File: src/rtl/hcp_pkg.sv
`default_nettype none
// ============================================================================
// Module   : hcp_pkg
// Purpose  : Shared encodings for the host-side frame packer: word flags,
//            discard reasons, metadata field offsets and FSM states.
// Revision : 1.0 - initial parametrised release
// ============================================================================
package hcp_pkg;

  // Two-bit word flag field: bit 0 marks the first word, bit 1 the last
  localparam logic [1:0] FLAG_MID   = 2'b00;
  localparam logic [1:0] FLAG_FIRST = 2'b01;
  localparam logic [1:0] FLAG_LAST  = 2'b10;

  // Discard reason codes carried in the metadata word
  localparam logic [1:0] RSN_NONE = 2'b00;
  localparam logic [1:0] RSN_RUNT = 2'b01;
  localparam logic [1:0] RSN_LONG = 2'b10;
  localparam logic [1:0] RSN_ERR  = 2'b11;

  // Metadata word layout
  localparam int META_PORT_LSB = 60;
  localparam int META_LEN_LSB  = 48;
  localparam int META_DISC_BIT = 47;
  localparam int META_RSN_LSB  = 45;
  localparam int META_TS_LSB   = 0;

  typedef enum logic [1:0] {
    IDLE = 2'd0,
    PACK = 2'd1,
    DROP = 2'd2
  } state_t;

  // Highest-priority reason wins: a corrupted frame is reported as ERR even
  // when it was also truncated or short.
  function automatic logic [1:0] pick_reason(input logic err, input logic long_f,
                                             input logic runt);
    if (err)         return RSN_ERR;
    else if (long_f) return RSN_LONG;
    else if (runt)   return RSN_RUNT;
    else             return RSN_NONE;
  endfunction

endpackage
`default_nettype wire

File: src/rtl/hcp_frame_packer_if.sv
`default_nettype none
// ============================================================================
// Module   : hcp_frame_packer_if
// Purpose  : Byte-stream input and word/metadata output bundle of the frame
//            packer. The master side drives bytes, the slave side packs them.
// Revision : 1.0 - initial parametrised release
// ============================================================================
interface hcp_frame_packer_if #(
  parameter int DATA_BYTES = 16
);
  logic [8:0]              iv_data;
  logic                    i_data_wr;
  logic                    i_data_er;
  logic                    i_fifo_afull;
  logic [8*DATA_BYTES+5:0] ov_data;
  logic                    o_data_wr;
  logic [63:0]             ov_metadata;
  logic                    o_metadata_wr;
  logic                    o_drop_pulse;

  modport master (
    output iv_data, i_data_wr, i_data_er, i_fifo_afull,
    input  ov_data, o_data_wr, ov_metadata, o_metadata_wr, o_drop_pulse
  );

  modport slave (
    input  iv_data, i_data_wr, i_data_er, i_fifo_afull,
    output ov_data, o_data_wr, ov_metadata, o_metadata_wr, o_drop_pulse
  );
endinterface
`default_nettype wire

File: src/rtl/hcp_lane_assembler.sv
`default_nettype none
// ============================================================================
// Module   : hcp_lane_assembler
// Purpose  : Places accepted bytes into successive lanes of a word (first
//            byte in the MSBs), and registers the word with its flag and
//            invalid-byte count when the word fills or the frame closes.
// Revision : 1.0 - initial parametrised release
// ============================================================================
module hcp_lane_assembler #(
  parameter int DATA_BYTES = 16
) (
  input  logic                    i_clk,
  input  logic                    i_rst_n,
  input  logic                    i_vld,    // byte accepted this cycle
  input  logic                    i_start,  // byte is the first of a frame
  input  logic                    i_close,  // byte is the last kept byte
  input  logic [7:0]              i_byte,
  output logic [8*DATA_BYTES+5:0] o_word,
  output logic                    o_word_wr
);
  import hcp_pkg::*;

  localparam int              W         = 8 * DATA_BYTES;
  localparam int              LW        = $clog2(DATA_BYTES);
  localparam logic [LW-1:0]   LAST_LANE = LW'(DATA_BYTES - 1);

  logic [LW-1:0] r_lane;
  logic [W-1:0]  r_buf;
  logic          r_first_pend;

  logic [LW-1:0] w_lane;
  logic [W-1:0]  w_buf;
  logic          w_full;
  logic          w_emit;
  logic [1:0]    w_flags;
  logic [3:0]    w_inv;

  // Insert the byte into its lane; a new frame always restarts at lane 0
  // with an empty buffer so unused lanes of a short word read as zero.
  always_comb begin
    w_lane  = i_start ? '0 : r_lane;
    w_buf   = i_start ? '0 : r_buf;
    w_buf[W - 8 - 8 * int'(w_lane) +: 8] = i_byte;
    w_full  = (w_lane == LAST_LANE);
    w_emit  = i_vld && (w_full || i_close);
    w_flags = ((i_start || r_first_pend) ? FLAG_FIRST : FLAG_MID) |
              (i_close ? FLAG_LAST : FLAG_MID);
    w_inv   = w_full ? 4'd0 : 4'(LAST_LANE - w_lane);
  end

  // Lane index, partial-word buffer and pending first-word marker
  always_ff @(posedge i_clk or negedge i_rst_n) begin
    if (!i_rst_n) begin
      r_lane       <= '0;
      r_buf        <= '0;
      r_first_pend <= 1'b0;
    end else if (i_vld) begin
      if (w_emit) begin
        r_lane       <= '0;
        r_buf        <= '0;
        r_first_pend <= 1'b0;
      end else begin
        r_lane       <= w_lane + LW'(1);
        r_buf        <= w_buf;
        r_first_pend <= i_start | r_first_pend;
      end
    end
  end

  // Registered word output, valid one cycle after its completing byte
  always_ff @(posedge i_clk or negedge i_rst_n) begin
    if (!i_rst_n) begin
      o_word    <= '0;
      o_word_wr <= 1'b0;
    end else begin
      o_word_wr <= w_emit;
      if (w_emit) o_word <= {w_flags, w_inv, w_buf};
    end
  end

endmodule
`default_nettype wire

File: src/rtl/hcp_frame_packer.sv
`default_nettype none
// ============================================================================
// Module   : hcp_frame_packer
// Purpose  : Packs a core-domain byte stream into DATA_BYTES-wide words and
//            emits one metadata word per frame with length, inport,
//            timestamp and discard verdict. Polices min/max length, flags
//            GMII errors and drops whole frames when the FIFO is almost full.
// Revision : 1.0 - initial parametrised release
// ============================================================================
module hcp_frame_packer #(
  parameter int         DATA_BYTES = 16,
  parameter logic [3:0] PORT_ID    = 4'd0,
  parameter int         MIN_LEN    = 60,
  parameter int         MAX_LEN    = 1518
) (
  input  logic              i_clk,
  input  logic              i_rst_n,
  hcp_frame_packer_if.slave io
);
  import hcp_pkg::*;

  state_t      r_state;
  state_t      w_state_nxt;
  logic [11:0] r_len;
  logic        r_err;
  logic [31:0] r_ts;
  logic [31:0] r_ts_lat;
  logic [63:0] r_meta;
  logic        r_meta_wr;
  logic        r_drop;

  logic        w_last;
  logic        w_acc_first;
  logic        w_acc;
  logic        w_trunc;
  logic        w_close;
  logic        w_drop;
  logic [11:0] w_len_next;
  logic        w_err_next;
  logic [31:0] w_ts_frame;
  logic [1:0]  w_rsn;
  logic [63:0] w_meta;
  logic [8*DATA_BYTES+5:0] w_word;
  logic        w_word_wr;

  // Acceptance, policing, metadata assembly and next-state selection
  always_comb begin
    w_last      = io.iv_data[8];
    w_acc_first = (r_state == IDLE) && io.i_data_wr && !io.i_fifo_afull;
    w_acc       = w_acc_first || ((r_state == PACK) && io.i_data_wr);
    w_drop      = (r_state == IDLE) && io.i_data_wr && io.i_fifo_afull;
    w_len_next  = w_acc_first ? 12'd1 : (r_len + 12'd1);
    w_err_next  = (w_acc_first ? 1'b0 : r_err) | io.i_data_er;
    // Reaching the cap on a non-final byte cuts the frame here
    w_trunc     = w_acc && (w_len_next == 12'(MAX_LEN)) && !w_last;
    w_close     = w_acc && (w_last || w_trunc);
    w_ts_frame  = w_acc_first ? r_ts : r_ts_lat;
    w_rsn       = pick_reason(w_err_next, w_trunc, w_len_next < 12'(MIN_LEN));

    w_meta                          = '0;
    w_meta[META_PORT_LSB +: 4]      = PORT_ID;
    w_meta[META_LEN_LSB +: 12]      = w_len_next;
    w_meta[META_DISC_BIT]           = (w_rsn != RSN_NONE);
    w_meta[META_RSN_LSB +: 2]       = w_rsn;
    w_meta[META_TS_LSB +: 32]       = w_ts_frame;

    w_state_nxt = r_state;
    case (r_state)
      IDLE: begin
        if (io.i_data_wr) begin
          // A single-byte frame refused for afull needs no DROP visit
          if (io.i_fifo_afull) w_state_nxt = w_last ? IDLE : DROP;
          else if (w_close)    w_state_nxt = w_trunc ? DROP : IDLE;
          else                 w_state_nxt = PACK;
        end
      end
      PACK: begin
        if (w_close) w_state_nxt = w_trunc ? DROP : IDLE;
      end
      DROP: begin
        if (io.i_data_wr && w_last) w_state_nxt = IDLE;
      end
      default: w_state_nxt = IDLE;
    endcase
  end

  // State register
  always_ff @(posedge i_clk or negedge i_rst_n) begin
    if (!i_rst_n) r_state <= IDLE;
    else          r_state <= w_state_nxt;
  end

  // Free-running timestamp counter
  always_ff @(posedge i_clk or negedge i_rst_n) begin
    if (!i_rst_n) r_ts <= '0;
    else          r_ts <= r_ts + 32'd1;
  end

  // Per-frame context: length, sticky error, timestamp of the first byte
  always_ff @(posedge i_clk or negedge i_rst_n) begin
    if (!i_rst_n) begin
      r_len    <= '0;
      r_err    <= 1'b0;
      r_ts_lat <= '0;
    end else begin
      if (w_acc) begin
        r_len <= w_len_next;
        r_err <= w_err_next;
      end
      if (w_acc_first) r_ts_lat <= r_ts;
    end
  end

  // Metadata and drop pulse, aligned with the registered last word
  always_ff @(posedge i_clk or negedge i_rst_n) begin
    if (!i_rst_n) begin
      r_meta    <= '0;
      r_meta_wr <= 1'b0;
      r_drop    <= 1'b0;
    end else begin
      r_meta_wr <= w_close;
      r_drop    <= w_drop;
      if (w_close) r_meta <= w_meta;
    end
  end

  hcp_lane_assembler #(
    .DATA_BYTES (DATA_BYTES)
  ) u_lanes (
    .i_clk     (i_clk),
    .i_rst_n   (i_rst_n),
    .i_vld     (w_acc),
    .i_start   (w_acc_first),
    .i_close   (w_close),
    .i_byte    (io.iv_data[7:0]),
    .o_word    (w_word),
    .o_word_wr (w_word_wr)
  );

  assign io.ov_data       = w_word;
  assign io.o_data_wr     = w_word_wr;
  assign io.ov_metadata   = r_meta;
  assign io.o_metadata_wr = r_meta_wr;
  assign io.o_drop_pulse  = r_drop;

endmodule
`default_nettype wire
File: src/flat_wrapper.sv
// flat-port wrapper written by rule: the top's interface ports become plain ports
module hcp_frame_packer_flat import hcp_pkg::*;
#(
  parameter int         DATA_BYTES = 16,
  parameter logic [3:0] PORT_ID    = 4'd0,
  parameter int         MIN_LEN    = 60,
  parameter int         MAX_LEN    = 1518
)
  (i_clk, i_rst_n, io_iv_data, io_i_data_wr, io_i_data_er, io_i_fifo_afull, io_ov_data, io_o_data_wr, io_ov_metadata, io_o_metadata_wr, io_o_drop_pulse);
  hcp_frame_packer_if #(.DATA_BYTES(DATA_BYTES)) io_i ();
  input  logic i_clk;
  input  logic i_rst_n;
  input wire logic [$bits(io_i.iv_data)-1:0] io_iv_data;
  input wire logic [$bits(io_i.i_data_wr)-1:0] io_i_data_wr;
  input wire logic [$bits(io_i.i_data_er)-1:0] io_i_data_er;
  input wire logic [$bits(io_i.i_fifo_afull)-1:0] io_i_fifo_afull;
  output wire logic [$bits(io_i.ov_data)-1:0] io_ov_data;
  output wire logic [$bits(io_i.o_data_wr)-1:0] io_o_data_wr;
  output wire logic [$bits(io_i.ov_metadata)-1:0] io_ov_metadata;
  output wire logic [$bits(io_i.o_metadata_wr)-1:0] io_o_metadata_wr;
  output wire logic [$bits(io_i.o_drop_pulse)-1:0] io_o_drop_pulse;
  assign io_i.iv_data = io_iv_data;
  assign io_i.i_data_wr = io_i_data_wr;
  assign io_i.i_data_er = io_i_data_er;
  assign io_i.i_fifo_afull = io_i_fifo_afull;
  assign io_ov_data = io_i.ov_data;
  assign io_o_data_wr = io_i.o_data_wr;
  assign io_ov_metadata = io_i.ov_metadata;
  assign io_o_metadata_wr = io_i.o_metadata_wr;
  assign io_o_drop_pulse = io_i.o_drop_pulse;
  hcp_frame_packer #(.DATA_BYTES(DATA_BYTES), .PORT_ID(PORT_ID), .MIN_LEN(MIN_LEN), .MAX_LEN(MAX_LEN)) u_core (.i_clk(i_clk), .i_rst_n(i_rst_n), .io(io_i));
endmodule
File: config.mk
export PLATFORM = sky130hd
export DESIGN_NAME = hcp_frame_packer_flat
export DESIGN_NICKNAME = d
export VERILOG_FILES = /design/src/rtl/hcp_pkg.sv /design/src/rtl/hcp_frame_packer_if.sv /design/src/rtl/hcp_lane_assembler.sv /design/src/rtl/hcp_frame_packer.sv /design/src/flat_wrapper.sv
export SDC_FILE = /design/constraint.sdc
export NUM_CORES = 1
export LEC_CHECK = 0
export BUFFER_PORTS_ARGS = -buffer_cell sky130_fd_sc_hd__buf_4
export CORE_AREA = 5 5 229 164
export DETAILED_ROUTE_END_ITERATION = 16
export DIE_AREA = 0 0 234 169
export PLACE_DENSITY = 0.74
export SKIP_LAST_GASP = 1
export SLEW_MARGIN = 20
export SYNTH_ARGS = -nofsm -noshare
export SYNTH_HDL_FRONTEND = slang
export SYNTH_SLANG_ARGS = --single-unit
export TNS_END_PERCENT = 100
File: constraint.sdc
create_clock -name i_clk -period 11.6 [get_ports i_clk]
set_clock_uncertainty 0.15 [all_clocks]
set_input_delay 1.74 -clock i_clk [delete_from_list [all_inputs] [get_ports i_clk]]
set_output_delay 1.74 -clock i_clk [all_outputs]
set_load 0.05 [all_outputs]
# Yosys cells after proc, flatten, opt, wreduce, memory -nomap -nowiden
# Index checks and enable logic that the tools add are counted.
# Widths: inputs -> output; s select.
# word_totals
regBits	396
wordCells	73
out_inout_bits	201
in_bits	14
# classes
shift	2
n_lt_le_gt_ge	1
n_reduce_logical	18
n_addsub	6
n_eq_ne	7
mux	23
bitwise_logic	3
# op_table
operator	count
$mux 128	2
$bwmux 128	1
$shift 8x33->128 const A	1
$shiftx 8x33->128	1
$neg 8->33	1
$add 32x1->32 const B	1
$mux 32	1
$mux 2	10
$add 12x1->12 const B	1
$eq 12x11->1 const B	1
$lt 12x6->1 const B	1
$mux 12	1
$mux 4	3
$logic_and 1x1->1	9
$sub 7x7->8 const A	1
$pmux 2 s3	1
$add 4x1->4 const B	1
$eq 4x4->1 const B	1
$logic_or 1x1->1	4
$mux 1	4
$ne 2x2->1 const B	2
$sub 4x4->4 const A	1
$reduce_and 3->1	1
$eq 2x1->1 const B	1
other kinds (7)	9

# Depth between registers and ports, before layout
# depth
depth_word	13
ltp_mapped	19
ltp_nobuf	11

# Hierarchy
# A second synthesis with hierarchy kept.
# unflattened
cells_unflattened	1668
hier_area_um2	17809.6
# by_module_without_submodules
mod	area_per_inst_um2	instances	cells_per_inst
hcp_lane_assembler	12218.0	1	1166
hcp_frame_packer	5591.6	1	502

# Worst setup path after synthesis
# Ideal clock, no wire load.
# synth_path
path_type	input-to-reg
startpoint	input port io_i_data_wr
endpoint	register u_core.u_lanes.o_word[42]
slack_ns	6.391
required_time_ns	11.323
setup_ns	0.127
arrival_time_ns	4.931
cell_stages	16
cell_sequence	or4b_1 > buf_6 > clkbuf_1 > clkbuf_1 > clkbuf_1 > nand2_1 > inv_1 > ha_1 > clkbuf_1 > inv_1 > o41ai_2 > and2_1 > buf_2 > buf_2 > o21ai_0 > mux2_1
# synth_between
elab_chain_cells	10
# synth_rtl
element	line	source
start: declaration	flat_wrapper.sv:14	input wire logic [$bits(io_i.i_data_wr)-1:0] io_i_data_wr;
parallel branches: the longest is 10 deep, another holds $neg 8->33	-	
end signal: assignment	hcp_lane_assembler.sv:77	if (w_emit) o_word <= {w_flags, w_inv, w_buf};
end: declaration	hcp_lane_assembler.sv:18	output logic [8*DATA_BYTES+5:0] o_word,
# Several ways; the timed one is not identified.
# A chain may end at the register's enable or synchronous reset.

# Worst setup path in the final report
# layout_path
startpoint	input port io_i_data_wr
endpoint	register u_core.u_lanes.r_buf[51]
# layout_between
elab_chain_cells	11
# layout_rtl
element	line	source
parallel branches: the longest is 11 deep, another holds $neg 8->33	-	
end signal: assignment	hcp_lane_assembler.sv:64	r_buf <= w_buf;
end: declaration	hcp_lane_assembler.sv:28	logic [W-1:0] r_buf;
# Several ways; the timed one is not identified.

==> flow_summary.ini <==
[power_and_ir_drop]
comb_power_share_pct = 26.4
leakage_uw = 0.009909
intPower_uw = 2552
p_per_area_nw_per_um2 = 195.4
swShare_pct = 35.58
p_sw_uw = 1409
clockPowerShare_pct = 32.4
ir_drop_uv = 100.0
p_seq_share_pct = 41.2

[synth]
synth_cell_types = 64
ys_warn_count = 0
ys_top_cells_by_area = dfrtp_1 57%, nand2_1 6.5%, o2bb2ai_1 5.7%, and3_1 3.2%, a21oi_1 3.1%
ys_seq_area_share_pct = 57.10
yosys.area.top_type = dfrtp_1
synth-seq-cells = 396
async_reset_ff_share_pct = 100.0
synth_ff_type = dfrtp_1
synth_area_um2 = 17360
synthCells = 1658
synth_area_per_cell_um2 = 10.47
synth_edf_count = 0
yosysTopAreaCellShare_pct = 57.10

[die]
dieArea_um2 = 39550
core_area_um2 = 35270
ios = 215
die_x_um = 234
dieHeight_um = 169
initial_utilization_pct = 49.21
rows = 58

[global_routing]
antenna_found_initial = 0
grt_pass1_vias = 12870
grt.total_usage_pct = 23.41
gr-total-overflow = 0
grt_pass1_wl_mm = 74.02
grt_max_degree = 110

[detailed_routing]
vias = 13150
highest_layer = met4
met3_length_mm = 3.812
viasPerCell = 5.728
dr_wl_met2_mm = 20.68
drtIter0Drc = 1365
drt-met1-wl_mm = 20.84
drcViolationCount = 0
wl_per_cell_um = 20.25
drt-total-wl_mm = 46.48
drt_first_pass_iters = 5
ant_nets = 0

[clock_network]
numCtsBuffers = 41
htreeDepth = 2
cts_tree = done
cts_resized = 0
clock_sinks = 396
clkLatencyLatePin_ns = 0.55
hold_buffers = 0
cts_buffer_depth = 3
cts_setup_buffers = 0
clk_pin_slew_worst_paths_ns = 0.06
cts_root_buffer = clkbuf_16

[setup_path]
r2r_start = u_core.r_state[0]$_DFFE_PN0P_
worstPathMaxFanout = 109
critPathKind = input port to flop
arrival_ns = 6.57
required_ns = 11.84
worstSetupEndpointType = flop
critPathLaunchType = input port
cp-startpoint = io_i_data_wr

[finish]
area_delta_synth_final_pct = 16.78
final_area_um2 = 20270
fillers = 3029
post-route-util_pct = 57.47
final_layout_size_suffix_gt1_share_pct = 19.02
final_nets = 1802

[placed_design]
dp_hpwl_mm = 29.95
place_congestion = 0.8486
io_buffers = 197
dpl_cell_area_um2 = 18960

[run]
cap_violations = 0

[timing]
slew_viol_final = 0
max_freq_mhz = 157.7
fin_tns_setup_ns = 0
post-route-period-util_pct = 54.65
finalHoldViolCount = 0
tightest_slew_ns = 1.040
max-slew-margin-rel_pct = 30.65
fin_crit_ns = 6.339
setup_viol = 0
rsz0062_at_grt = no

[worst_hold_path]
hold_start = u_core.r_ts_lat[15]$_DFF_PN0_
hold_class = flop to flop

[outcome]
status = finished clean
[worst paths after layout]
kind                                                         end  slack (ns)  cells after the start
max                         u_core.u_lanes.r_buf[51]$_DFFE_PN0P_        5.26                     13
min                                u_core.r_ts_lat[15]$_DFF_PN0_        0.32                      2
max reg2reg                 u_core.u_lanes.r_buf[51]$_DFFE_PN0P_        6.13                     12
min reg2reg                        u_core.r_ts_lat[15]$_DFF_PN0_        0.32                      2
max in group asynchronous  u_core.u_lanes.o_word[29]$_DFFE_PN0P_        7.88                      3
min in group asynchronous      u_core.io.o_metadata_wr$_DFF_PN0_        1.09                      1
[critical path, stage by stage]
cell and delay (ns):
buf_4 0.14, or4b_4 0.65, buf_4 0.88, nand2_1 0.24
inv_1 0.12, ha_1 0.36, nand2_1 0.14, nor3b_1 0.45
nand2_1 0.11, a21oi_1 0.39, nand2_1 0.54, a41o_1 0.51
o2bb2ai_1 0.17
[cell type report]
cell class	count	area, um^2	share of cell area [%]
timing repair buffer	213	1610	7.945
tap	480	600.6	2.963
sequential	396	9910	48.89
antenna	1	2.502	0.01235
multi-input combinational	1119	6790	33.50
clock buffer	66	1231	6.074
inverter	13	48.80	0.2408
clock inverter	7	75.07	0.3704
[sequential cells by signal (all words and copies together) (netlist names)]
| register | count |
|---|---|
| u_core.u_lanes.o_word | 134 |
| u_core.u_lanes.r_buf | 128 |
| u_core.io.ov_metadata | 47 |
| u_core.r_ts | 32 |
| u_core.r_ts_lat | 32 |
| u_core.r_len | 12 |
| u_core.u_lanes.r_lane | 4 |
| u_core.r_state | 2 |
| u_core.io.o_drop_pulse | 1 |
| u_core.io.o_metadata_wr | 1 |
| u_core.r_err | 1 |
| u_core.u_lanes.o_word_wr | 1 |
| u_core.u_lanes.r_first_pend | 1 |
[cells in the mapped netlist, types with 5 or more instances]
library cell,count
buf_4,20
dfrtp_1,396
xor2_1,17
o21ai_0,42
buf_1,5
a22o_1,13
nand3_1,36
a21o_1,18
buf_6,5
clkbuf_1,80
nand4_1,12
inv_1,12
nand2_1,302
mux2_2,43
nor2b_1,6
mux2i_1,24
mux2_1,5
nor2_1,34
and3_1,89
o21ai_2,9
buf_2,36
o21ai_1,95
a31oi_1,5
xnor2_1,27
or3_1,6
a21oi_1,107
and2_1,45
o2bb2ai_1,112
[cells in the final DEF (no fill, tap or decap), types with 5 or more instances in the layout]
cell	instances
xnor2_1	27
nand2_1	302
and3_1	89
inv_1	12
mux2i_1	24
buf_4	211
clkbuf_1	15
dfrtp_1	396
or3_1	6
o21ai_1	94
and2_1	45
a22o_1	13
a31oi_1	5
o21ai_2	9
clkbuf_8	9
nand4_1	12
nand3_1	36
o21ai_0	42
a21oi_1	105
conb_1	17
clkbuf_16	42
nor2_1	34
mux2_1	5
nor2b_1	6
mux2_2	43
o2bb2ai_1	112
a21o_1	18
xor2_1	17
[power by group through the flow]
| stage | sequential (uW) | clock [uW] | combinational (uW) |
|---|---|---|---|
| after CTS | 1630 | 1310 | 1040 |
| after detailed placement | 1650 | 0 | 1040 |
| after global routing | 1650 | 1370 | 1120 |
| final | 1630 | 1280 | 1040 |
| after floorplan | 1880 | 0 | 487 |
| after global placement | 1650 | 0 | 1020 |
[logic make-up after synthesis]
group / count (synthesis) / share of synthesized area [%]
other: 1 / 0.02161
and+or+nand+nor: 556 / 15.44
DFF: 396 / 57.10
AOI/OAI and AO/OA: 426 / 16.08
buffers and inverters: 159 / 4.347
adders and majority gates: 4 / 0.2884
muxes: 72 / 4.499
xor gates and xnor gates: 44 / 2.220
[per-layer routing]
| metal | up-vias | global-route usage, % |
|---|---|---|
| li1 | 6018 | - |
| met4 | 0 | 6.558 |
| met2 | 473 | 34.58 |
| met3 | 80 | 5.483 |
| met5 | - | 0 |
| met1 | 6574 | 34.87 |
[per-stage QoR]
stage | total power (uW) | std cells | hold slack [ns] | setup slack (ns)
final | 3961 | 2295 | 0.3179 | 5.261
after detailed placement | 2693 | 2221 | 0.3047 | 4.904
after CTS | 3986 | 2294 | 0.3214 | 5.467
after global routing | 4139 | 2294 | 0.3411 | 4.969
after floorplan | 2366 | 1674 | 0.2858 | 6.391
after global placement | 2668 | 2221 | 0.3031 | 5.103
Power figures use the tool's default switching activity.
